### src/rtl/rf_wb_arbiter_pkg.sv
// Shared definitions for the register-file writeback arbiter and its scoreboard.
package rf_wb_arbiter_pkg;

  localparam int AW_DEF = 5;
  localparam int DW_DEF = 32;
  localparam int CNT_W  = 4;

  // Arbiter FSM: B idle, B being refused, B forced through
  typedef enum logic [1:0] {
    S_IDLE  = 2'd0,
    S_WAIT  = 2'd1,
    S_FORCE = 2'd2
  } arb_state_e;

  // x0 is hard-wired to zero in the register file
  localparam logic [AW_DEF-1:0] REG_ZERO = 5'd0;

endpackage

### src/rtl/rf_scoreboard.sv
// Pending-write scoreboard for long-latency destinations.
// Holds one busy bit per architectural register, produces the issue stall
// and a sticky error when B retires a register that was never marked busy.
// Optional: define RF_WB_SB_BYPASS_EN to let the register retired by the
// current B handshake count as ready in the same cycle (the falling-edge
// register-file write makes the value readable before the next rising edge).
module rf_scoreboard
  import rf_wb_arbiter_pkg::*;
#(
  parameter int AW = AW_DEF
) (
  input  logic          clk,
  input  logic          rst,
  input  logic          hs,
  input  logic [AW-1:0] clr_addr,
  input  logic          iss_valid,
  input  logic          iss_long,
  input  logic [AW-1:0] iss_rd,
  input  logic [AW-1:0] iss_rs1,
  input  logic [AW-1:0] iss_rs2,
  input  logic          hold,
  output logic          iss_stall,
  output logic          sb_err
);

  localparam int NREG = 1 << AW;
  localparam logic [AW-1:0] ZERO_A = AW'(REG_ZERO);

  logic [NREG-1:0] busy_r;
  logic [NREG-1:0] busy_nxt_s;
  logic [NREG-1:0] busy_view_s;
  logic [NREG-1:0] clr_mask_s;
  logic [NREG-1:0] set_mask_s;
  logic            stall_s;
  logic            set_en_s;
  logic            sb_err_r;
  logic            err_nxt_s;

  assign clr_mask_s = hs ? (NREG'(1) << clr_addr) : '0;

`ifdef RF_WB_SB_BYPASS_EN
  assign busy_view_s = busy_r & ~clr_mask_s;
`else
  assign busy_view_s = busy_r;
`endif

  // Stall compare against the busy view, plus the arbiter's pipeline freeze
  always_comb begin
    stall_s = 1'b0;
    if (rst) begin
      stall_s = 1'b0;
    end else begin
      stall_s = hold ||
                (iss_valid && (busy_view_s[iss_rs1] || busy_view_s[iss_rs2] ||
                               (busy_view_s[iss_rd] && iss_long)));
    end
  end

  assign iss_stall  = stall_s;
  assign set_en_s   = iss_valid && !stall_s && iss_long && (iss_rd != ZERO_A);
  assign set_mask_s = set_en_s ? (NREG'(1) << iss_rd) : '0;

  // Next busy vector: clear first, so a same-cycle set of that register wins
  always_comb begin
    busy_nxt_s = (busy_r & ~clr_mask_s) | set_mask_s;
    err_nxt_s  = sb_err_r | (hs && !busy_r[clr_addr] && (clr_addr != ZERO_A));
  end

  // Busy bits and the sticky error flag
  always_ff @(posedge clk or posedge rst) begin
    if (rst) begin
      busy_r   <= '0;
      sb_err_r <= 1'b0;
    end else begin
      busy_r   <= busy_nxt_s;
      sb_err_r <= err_nxt_s;
    end
  end

  assign sb_err = sb_err_r;

endmodule

### src/rtl/rf_wb_arbiter.sv
// Register-file write-port arbiter between the in-order writeback (A) and the
// long-latency unit writeback (B). A normally wins; after STARVE_MAX refused
// cycles B is forced through while A is frozen with a_hold.
// Optional feature macro: RF_WB_SB_BYPASS_EN (same-cycle scoreboard bypass).
module rf_wb_arbiter
  import rf_wb_arbiter_pkg::*;
#(
  parameter int AW         = AW_DEF,
  parameter int DW         = DW_DEF,
  parameter int STARVE_MAX = 4
) (
  input  logic          clk,
  input  logic          rst,
  input  logic          a_valid,
  input  logic [AW-1:0] a_wa,
  input  logic [DW-1:0] a_wd,
  output logic          a_hold,
  input  logic          b_valid,
  input  logic [AW-1:0] b_wa,
  input  logic [DW-1:0] b_wd,
  output logic          b_ready,
  output logic          we,
  output logic [AW-1:0] wa,
  output logic [DW-1:0] wd,
  input  logic          iss_valid,
  input  logic          iss_long,
  input  logic [AW-1:0] iss_rd,
  input  logic [AW-1:0] iss_rs1,
  input  logic [AW-1:0] iss_rs2,
  output logic          iss_stall,
  output logic          sb_err
);

  localparam logic [CNT_W-1:0] STARVE_LIM = CNT_W'(STARVE_MAX);
  localparam logic [AW-1:0]    ZERO_A     = AW'(REG_ZERO);

  arb_state_e       state_r;
  arb_state_e       state_nxt_s;
  logic [CNT_W-1:0] cnt_r;
  logic [CNT_W-1:0] cnt_nxt_s;
  logic [CNT_W-1:0] cnt_inc_s;
  logic             grant_a_s;
  logic             grant_b_s;
  logic             hold_s;
  logic             hs_s;

  assign cnt_inc_s = cnt_r + 4'd1;

  // FSM state and starvation counter
  always_ff @(posedge clk or posedge rst) begin
    if (rst) begin
      state_r <= S_IDLE;
      cnt_r   <= 4'd0;
    end else begin
      state_r <= state_nxt_s;
      cnt_r   <= cnt_nxt_s;
    end
  end

  // Next state, counter and grants
  always_comb begin
    state_nxt_s = state_r;
    cnt_nxt_s   = cnt_r;
    grant_a_s   = 1'b0;
    grant_b_s   = 1'b0;
    hold_s      = 1'b0;
    case (state_r)
      S_IDLE: begin
        if (a_valid) begin
          grant_a_s = 1'b1;
          if (b_valid) begin
            cnt_nxt_s   = 4'd1;
            state_nxt_s = (4'd1 >= STARVE_LIM) ? S_FORCE : S_WAIT;
          end else begin
            cnt_nxt_s   = 4'd0;
            state_nxt_s = S_IDLE;
          end
        end else begin
          grant_b_s   = b_valid;
          cnt_nxt_s   = 4'd0;
          state_nxt_s = S_IDLE;
        end
      end
      S_WAIT: begin
        if (!b_valid) begin
          // B withdrew its request
          grant_a_s   = a_valid;
          cnt_nxt_s   = 4'd0;
          state_nxt_s = S_IDLE;
        end else if (a_valid) begin
          grant_a_s   = 1'b1;
          cnt_nxt_s   = cnt_inc_s;
          state_nxt_s = (cnt_inc_s >= STARVE_LIM) ? S_FORCE : S_WAIT;
        end else begin
          grant_b_s   = 1'b1;
          cnt_nxt_s   = 4'd0;
          state_nxt_s = S_IDLE;
        end
      end
      S_FORCE: begin
        // A is frozen; its request is granted from S_IDLE next cycle
        hold_s      = 1'b1;
        grant_b_s   = b_valid;
        cnt_nxt_s   = 4'd0;
        state_nxt_s = S_IDLE;
      end
      default: begin
        cnt_nxt_s   = 4'd0;
        state_nxt_s = S_IDLE;
      end
    endcase
  end

  // Write mux; x0 grants are consumed without a write
  always_comb begin
    we = 1'b0;
    wa = a_wa;
    wd = a_wd;
    if (rst) begin
      we = 1'b0;
    end else if (grant_a_s) begin
      we = (a_wa != ZERO_A);
      wa = a_wa;
      wd = a_wd;
    end else if (grant_b_s) begin
      we = (b_wa != ZERO_A);
      wa = b_wa;
      wd = b_wd;
    end else begin
      we = 1'b0;
    end
  end

  assign b_ready = grant_b_s && !rst;
  assign a_hold  = hold_s && !rst;
  assign hs_s    = b_valid && b_ready;

  rf_scoreboard #(
    .AW(AW)
  ) u_sb (
    .clk      (clk),
    .rst      (rst),
    .hs       (hs_s),
    .clr_addr (b_wa),
    .iss_valid(iss_valid),
    .iss_long (iss_long),
    .iss_rd   (iss_rd),
    .iss_rs1  (iss_rs1),
    .iss_rs2  (iss_rs2),
    .hold     (a_hold),
    .iss_stall(iss_stall),
    .sb_err   (sb_err)
  );

endmodule

### config.mk
export PLATFORM = sky130hd
export DESIGN_NAME = rf_wb_arbiter
export DESIGN_NICKNAME = d
export VERILOG_FILES = /design/src/rtl/rf_wb_arbiter_pkg.sv /design/src/rtl/rf_scoreboard.sv /design/src/rtl/rf_wb_arbiter.sv
export SDC_FILE = /design/constraint.sdc
export NUM_CORES = 1
export LEC_CHECK = 0
export CAP_MARGIN = 20
export CORE_MARGIN = 2
export CORE_UTILIZATION = 65
export DETAILED_ROUTE_END_ITERATION = 8
export DONT_BUFFER_PORTS = 1
export PLACE_DENSITY = 0.81
export SYNTH_ARGS = -nofsm -noshare
export SYNTH_HDL_FRONTEND = slang
export SYNTH_SLANG_ARGS = --single-unit
### constraint.sdc
create_clock -name clk -period 3.4 [get_ports clk]
set_input_delay 0.17 -clock clk [delete_from_list [all_inputs] [get_ports clk]]
set_output_delay 0.17 -clock clk [all_outputs]
set_load 0.01 [all_outputs]
# [Yosys cells after proc, flatten, opt, wreduce, memory -nomap -nowiden]
# Cells that the tools add are included.
[word_totals] reg_bits=39 elab_cells=77
[op_classes] mux=39 n_bitwise=4 n_reduce_logical=20 n_shift=2 add_sub_neg=1 eq_ne=2 order_cmp=5
[ops] cell="32-bit 2-to-1 mux" n=5
[ops] cell="1-bit by 5-bit << shifter with 32-bit output, first input constant" n=2
[ops] cell="32-bit bitwise AND" n=1
[ops] cell="32-bit NOT" n=1
[ops] cell="32-bit bitwise OR" n=1
[ops] cell="5-bit by 6-bit < comparator with 1-bit output, second input constant" n=4
[ops] cell="1-bit binary-select mux with 5-bit select" n=4
[ops] cell="1-bit 2-to-1 mux" n=16
[ops] cell="5-bit 2-to-1 mux" n=3
[ops] cell="5-bit nonzero test" n=3
[ops] cell="4-bit 2-to-1 mux" n=3
[ops] cell="1-bit logical AND" n=10
[ops] cell="2-bit 2-to-1 mux" n=4
[ops] cell="4-bit one-hot mux with 2 select lines" n=1
[ops] cell="4-bit by 1-bit adder with 4-bit output, second input constant" n=1
[ops] cell="4-bit by 3-bit greater-or-equal comparator with 1-bit output, second input constant" n=1
[ops] cell="2-bit one-hot mux with 2 select lines" n=1
[ops] cell="1-bit logical NOT" n=3
[ops] cell="1-bit logical OR" n=3
[ops] cell="1-bit one-hot mux with 3 select lines" n=1
[ops] cell="2-bit by 1-bit == test with 1-bit output, second input constant" n=1
[ops] cell="2-bit == test, second input constant" n=1
[ops] cell="2-bit logical NOT" n=1
[ops] cell="1-bit one-hot mux with 2 select lines" n=1
[ops] cell="1-bit bitwise OR" n=1

# [Depth between registers and ports, before layout]
# Gate-level depths: netlist (run 1).
[depth] depth_word=13 depth_mapped=10 depth_no_buf=8

# [Modules after synthesis]
# From an unflattened synthesis (run 1), not the netlist that was laid out.
[hier_totals] hier_cells=339 area_unflattened_um2=3419.5
[modules_own_cells] module="rf_scoreboard" cells_each=263 area_each_um2=2621.3 instances=1
[modules_own_cells] module="rf_wb_arbiter" cells_each=76 area_each_um2=798.3 instances=1

# [Worst setup path after synthesis (run 1)]
# No wires, ideal clock.
[synth_path] kind="input-to-output" startpoint="in rst" endpoint="out wd[10]" required_time_ns=3.230 n_path_buf=2 stages=7 arrival_ns=2.328 setup_slack_ns=0.902 cell_sequence="inv_1 nand3_1 inv_1 clkbuf_1 buf_1 nand2_1 nand2_1"
[synth_between] elab_chain_len=1
[synth_lines] item="start, declared" line="rf_wb_arbiter.sv:13" source="input logic rst,"
[synth_lines] item="32-bit 2-to-1 mux" line="rf_wb_arbiter.sv:119" source="if (rst) begin"
[synth_lines] item="end, declared" line="rf_wb_arbiter.sv:24" source="output logic [DW-1:0] wd,"
# Every way passes these cells.

# [Worst setup path after layout (run 1)]
[layout_path] startpoint="in rst" endpoint="reg u_sb.busy_r[16]"
[layout_between] elab_chain_len=10 word_cells_on_any_way=15 cone_classes="mux (3); bitwise (3); reduce/logical (9)"
[layout_lines] item="1-bit logical NOT (no line)"
[layout_lines] item="1-bit logical AND" line="rf_wb_arbiter.sv:135" source="assign a_hold = hold_s && !rst;"
[layout_lines] item="1-bit logical OR" line="rf_scoreboard.sv:53" source="stall_s = hold ||"
[layout_lines] item="1-bit 2-to-1 mux" line="rf_scoreboard.sv:50" source="if (rst) begin"
[layout_lines] item="1-bit logical NOT" line="rf_scoreboard.sv:60" source="assign set_en_s = iss_valid && !stall_s && iss_long && (iss_rd != ZERO_A);"
[layout_lines] item="1-bit logical AND (3 in a row)" line="rf_scoreboard.sv:60"
[layout_lines] item="32-bit 2-to-1 mux" line="rf_scoreboard.sv:61" source="assign set_mask_s = set_en_s ? (NREG'(1) << iss_rd) : '0;"
[layout_lines] item="32-bit bitwise OR (*)" line="rf_scoreboard.sv:65" source="busy_nxt_s = (busy_r & ~clr_mask_s) | set_mask_s;"
[layout_lines] item="net u_sb.busy_nxt_s[16]" line="rf_scoreboard.sv:30" source="logic [NREG-1:0] busy_nxt_s;"
[layout_lines] item="end signal, assigned" line="rf_scoreboard.sv:75" source="busy_r <= busy_nxt_s;"
[layout_lines] item="end, declared" line="rf_scoreboard.sv:29" source="logic [NREG-1:0] busy_r;"
# Mark *: on every way through the listed nets, which the timed path passes. The rest lies on a longest branch.

==> impl_metrics.env, run 1 <==
export IMPL_gp_congestion=1.01
export IMPL_cts_buffer_depth=2
export IMPL_coreArea_um2=5110
export IMPL_skew_ns=0.00878
export IMPL_yosys_warnings=0
export IMPL_clkTransAtPathRegs_ns=0.08
export IMPL_drv_slew=0
export IMPL_drc_errors=0
export IMPL_via_per_inst=6.99
export IMPL_multiInputGateArea_um2=2300
export IMPL_cts_htree_levels=2
export IMPL_hold_path_class="input pin to flop"
export IMPL_r2r_end="u_sb.busy_r[18]"
export IMPL_fin_crit_ns=2.74
export IMPL_wl_um=10500
export IMPL_fill_cells=441
export IMPL_critPathRequiredTime_ns=3.56
export IMPL_ctsHoldBuffers=1
export IMPL_grt_ovfl_total=0
export IMPL_cts_setup_buffers=0
export IMPL_antenna_cells=0
export IMPL_r2r_cells=7
export IMPL_drive_gt1_frac=0.0918
export IMPL_cp_arrival_ns=2.89
export IMPL_mostFrequentLayoutCell="nand2_1"
export IMPL_tightestPinTransition_ns=0.749
export IMPL_yosysUniqueCellTypes=48
export IMPL_grt_usage=0.345
export IMPL_synth_seq_area_share=0.283
export IMPL_layout_common_cells="130 x nand2_1, 48 x o21ai_0, 39 x dfrtp_1, 31 x mux2i_1, 16 x o31ai_1"
export IMPL_cp_start_kind="input pin"
export IMPL_post_cts_resized=0
export IMPL_r2r_slack_ns=0.80
export IMPL_portBuffers=0
export IMPL_synth_ff_latch_count=39
export IMPL_cts_made_buffers=5
export IMPL_clock_fmax_mhz=365
export IMPL_hpwl_um=7850
export IMPL_place_ws_ns=0.877
export IMPL_drtIter0Drc=360
export IMPL_finalCritPeriodShare=0.805
export IMPL_place_area_um2=3410
export IMPL_setup_ws_ns=0.663
export IMPL_hold_viol_final=0
export IMPL_fin_tns_setup_ns=0
export IMPL_startpoint="rst"
export IMPL_syn_nets=522
export IMPL_max_vdd_ir_drop_v=0.000387
export IMPL_leakagePower_nw=1.56
export IMPL_end_kind="flop"
export IMPL_syn_area_um2=3450
export IMPL_design_area_um2=3540
export IMPL_hold_depth=2
export IMPL_grt_pass1_wl_um=16000
export IMPL_crit_type="input pin to flop"
export IMPL_grt_setup_unrepaired="no"
export IMPL_ant_nets=0
export IMPL_syn_avg_cell_area_um2=8.09
export IMPL_drv_cap=0
export IMPL_num_rows=26
export IMPL_synth_cells=426
export IMPL_clockRootBuffer="clkbuf_8"
export IMPL_fp_dieH_um=76.8
export IMPL_critPathMaxFanout=43
export IMPL_drtPass1Iterations=5
export IMPL_nNetsFinal=509
export IMPL_grt_pass1_vias=3105
export IMPL_area_growth_pct=2.72
export IMPL_r2r_start="u_sb.busy_r[17]"
export IMPL_initial_core_util=0.675
export IMPL_worstSetupEndpoint="u_sb.busy_r[16]"
export IMPL_powerDensity_nw_per_um2=442
export IMPL_wl_per_cell_um=21.7
export IMPL_regArea_um2=976
export IMPL_vias=3381
export IMPL_finish_utilization=0.693
export IMPL_die_x_um=76.8
export IMPL_cts_tree="done"
export IMPL_finalSetupViolCount=0
export IMPL_clk_latency_ns=0.30
export IMPL_antenna_found_initial=0
export IMPL_top_level_ports=137
export IMPL_grt_max_degree=44
export IMPL_die_area_um2=5900
export IMPL_outcome="finished, final reports clean"
export IMPL_cts_sinks=39
export IMPL_max_slew_margin=0.498
cell families after synthesis:
kind of cell             synth area share
adder cells (fa/ha/maj)           0.00363
multiplexers                        0.204
flip-flops                          0.283
AND/OR/NAND/NOR                     0.278
buffers and inverters              0.0505
AO/OA/AOI/OAI                       0.172
XOR/XNOR                          0.00763
synth_stat cells, drive strengths merged:
cell	n	area, um^2
o2111ai	1	8.76
nand2b	11	68.8
nand4b	4	35.0
nand3	10	50.1
mux2i	31	310
a311oi	1	8.76
buf	15	114
inv	6	22.5
a31o	2	17.5
a21boi	1	7.51
mux4	16	372
nor3b	1	7.51
or2	5	31.3
a21o	1	7.51
a31oi	2	12.5
clkbuf	10	37.5
xor2	2	17.5
nand2	130	488
o21ai	48	240
and4	1	8.76
nor2b	10	62.6
and2	2	12.5
o2bb2ai	1	8.76
mux2	2	22.5
a221oi	3	26.3
nor2	11	41.3
a2bb2oi	1	8.76
a2111oi	1	8.76
dfrtp	39	976
a22oi	4	30.0
nand4	6	37.5
ha	1	12.5
and2b	1	7.51
nand3b	2	15.0
a41oi	1	16.3
nor3	4	25.0
or2b	2	17.5
a21oi	7	35.0
o31ai	16	120
and3	2	12.5
a211oi	5	37.5
or3	6	37.5
xnor2	1	8.76
worst min-delay path by stage:
stage	start	end	slack [ns]
2_1_floorplan	b_valid	cnt_r[0]	0.30
3_3_place_gp	rst	state_r[1]	0.24
3_5_place_dp	rst	state_r[1]	0.26
4_1_cts	b_valid	state_r[0]	0.006
5_1_grt	b_valid	state_r[0]	0.02
6_report	b_valid	state_r[0]	0.01
worst max-delay path, stage by stage:
cell	delay, ns
dlygate4sd3_1	0.54
inv_1	0.08
buf_4	0.45
nand3_1	0.20
inv_1	0.46
nand2_1	0.22
or2_2	0.38
o21ai_0	0.22
o21ai_0	0.15
metal layers:
| metal | global-route usage | vias to the layer above | share of wire |
|---|---|---|---|
| li1 | - | 1508 | - |
| met1 | 0.451 | 1588 | 0.37 |
| met2 | 0.576 | 245 | 0.49 |
| met3 | 0.0576 | 40 | 0.10 |
| met4 | 0.131 | 0 | 0.035 |
| met5 | 0 | - | 0 |
power breakdown:
group,switching [mW],internal (mW),leakage (nW)
combinational,0.233,0.227,0.994
clock,0.163,0.237,0.0612
sequential,0.150,0.553,0.500
total,0.547,1.02,1.56
area by class of cell:
class                   instances  share of cell area
flip-flops and latches         39               0.276
well taps                      70              0.0247
multi-input cells             356               0.649
inverters                       6             0.00636
repair buffers                  5              0.0113
clock inverters                 2             0.00990
clock buffers                   6              0.0233
stage by stage:
step / total power, mW / hold slack [ns] / instances
floorplan: 1.03 / 0.304 / 426
detailed placement: 1.15 / 0.261 / 475
finish: 1.56 / 0.0128 / 484
global placement: 1.13 / 0.236 / 475
CTS: 1.55 / 0.00626 / 484
global route: 1.62 / 0.0187 / 484
state kept, by name, indices dropped and copies added, names as in the netlist:
signal,flops
u_sb.busy_r,32
cnt_r,4
state_r,2
u_sb.sb_err,1
Note: power is estimated with default switching activity, not from simulation.
==> inputs of run 2 (changes only) <==
==> constraint.sdc (replaced) <==
create_clock -name clk -period 2.57 [get_ports clk]
set_input_delay 0.1285 -clock clk [delete_from_list [all_inputs] [get_ports clk]]
set_output_delay 0.1285 -clock clk [all_outputs]
set_load 0.01 [all_outputs]
==> impl_metrics.env, run 2 (same netlist as run 1, synthesis figures left out) <==
export IMPL_outcome="finished, final reports clean"
export IMPL_wl_per_cell_um=21.0
export IMPL_fp_dieH_um=76.8
export IMPL_cts_tree="done"
export IMPL_grt_ovfl_total=0
export IMPL_grt_pass1_wl_um=15800
export IMPL_top_register="u_sb.busy_r"
export IMPL_layout_common_cells="130 x nand2_1, 48 x o21ai_0, 39 x dfrtp_1, 31 x mux2i_1, 16 x o31ai_1"
export IMPL_clockRootBuffer="clkbuf_8"
export IMPL_place_ws_ns=0.114
export IMPL_drive_gt1_frac=0.0959
export IMPL_antenna_found_initial=0
export IMPL_combPwrFrac=0.321
export IMPL_grt_usage=0.343
export IMPL_powerDensity_nw_per_um2=550
export IMPL_initial_core_util=0.675
export IMPL_clkTransAtPathRegs_ns=0.08
export IMPL_seqPwrFrac=0.464
export IMPL_ant_nets=0
export IMPL_num_rows=26
export IMPL_drtIter0Drc=316
export IMPL_fin_tns_setup_ns=0
export IMPL_cp_start_kind="flop"
export IMPL_max_slew_margin=0.692
export IMPL_max_vdd_ir_drop_v=0.000413
export IMPL_hold_path_class="input pin to flop"
export IMPL_portBuffers=0
export IMPL_cts_htree_levels=2
export IMPL_wl_um=10200
export IMPL_finalPower_mw=1.95
export IMPL_nNetsFinal=512
export IMPL_finish_utilization=0.696
export IMPL_design_area_um2=3550
export IMPL_grt_max_degree=43
export IMPL_crit_type="flop to primary output"
export IMPL_clk_latency_ns=0.30
export IMPL_hold_viol_final=0
export IMPL_drc_errors=0
export IMPL_area_growth_pct=3.12
export IMPL_coreArea_um2=5110
export IMPL_die_area_um2=5900
export IMPL_cts_made_buffers=5
export IMPL_setup_ws_ns=0.0830
export IMPL_antenna_cells=0
export IMPL_critPathRequiredTime_ns=2.44
export IMPL_drv_cap=0
export IMPL_tightestPinTransition_ns=0.460
export IMPL_place_inst=477
export IMPL_grt_pass1_vias=3143
export IMPL_grt_setup_unrepaired="no"
export IMPL_finalCritPeriodShare=0.968
export IMPL_largestRegisters="u_sb.busy_r x32, cnt_r x4, state_r x2"
export IMPL_gp_congestion=0.984
export IMPL_finalSetupViolCount=0
export IMPL_netSwitchingFraction=0.370
export IMPL_cts_setup_buffers=0
export IMPL_die_x_um=76.8
export IMPL_drtPass1Iterations=6
export IMPL_top_level_ports=137
export IMPL_p_switching_mw=0.723
export IMPL_fin_crit_ns=2.49
export IMPL_cts_sinks=39
export IMPL_largest_register_ffs=32
export IMPL_intPower_mw=1.23
export IMPL_critPathMaxFanout=5
export IMPL_mostFrequentLayoutCell="nand2_1"
export IMPL_via_per_inst=6.90
export IMPL_clock_fmax_mhz=402
export IMPL_cp_arrival_ns=2.36
export IMPL_end_kind="primary output"
export IMPL_leakagePower_nw=1.55
export IMPL_fin_hold_ws_ns=0.00689
export IMPL_place_area_um2=3430
export IMPL_skew_ns=0.00895
export IMPL_p_clk_frac=0.215
export IMPL_cts_buffer_depth=2
export IMPL_final_cell_count_no_fill=487
export IMPL_drv_slew=0
export IMPL_hpwl_um=7820
export IMPL_vias=3361
## run 2: cell type report
cell class / count / area, um^2
Clock buffer: 5 / 68.8
Clock inverter: 3 / 20.0
Multi-Input combinational cell: 356 / 2310
Inverter: 6 / 22.5
Timing Repair Buffer: 8 / 65.1
Fill cell: 438 / 1550
Tap cell: 70 / 87.6
Sequential cell: 39 / 976
## run 2: critical path, cell delays in order (launching register included)
cell and delay, ns:
dfrtp_1 0.44, mux4_2 0.46, nand2b_1 0.15, o2111ai_1 0.11
nand4_1 0.16, nor3_4 0.27, o21ai_0 0.16, a31o_2 0.30
## run 2: power by group through the flow
stage,clock [mW],combinational (mW),sequential (mW)
floorplan,0,0.527,0.837
global placement,0,0.593,0.890
detailed placement,0,0.607,0.906
CTS,0.415,0.611,0.893
global route,0.440,0.689,0.917
finish,0.419,0.627,0.907
## run 2: worst paths after layout
kind	from	endpoint	slack, ns	cells after the start
worst max-delay path	u_sb.busy_r[21]	iss_stall	0.08	7
worst min-delay path	iss_rd[0]	u_sb.busy_r[11]	0.007	2
worst max register to register	u_sb.busy_r[21]	u_sb.busy_r[26]	0.25	7
worst min register to register	cnt_r[0]	cnt_r[0]	0.52	1
max in group asynchronous	rst	u_sb.busy_r[2]	1.94	3
min in group asynchronous	rst	u_sb.busy_r[17]	0.37	3
## run 2: repair_timing
action | in CTS | in global routing
resized for setup | 0 | 2
hold buffers | 2 | 0
setup endpoints to repair | 0 | 17
hold endpoints to repair | 41 | 0
## run 2: metal layers
| layer | wire length (um) | GRT usage |
|---|---|---|
| met5 | 0 | 0 |
| met4 | 380 | 0.160 |
| met2 | 4910 | 0.553 |
| met1 | 3920 | 0.449 |
| met3 | 1010 | 0.0624 |
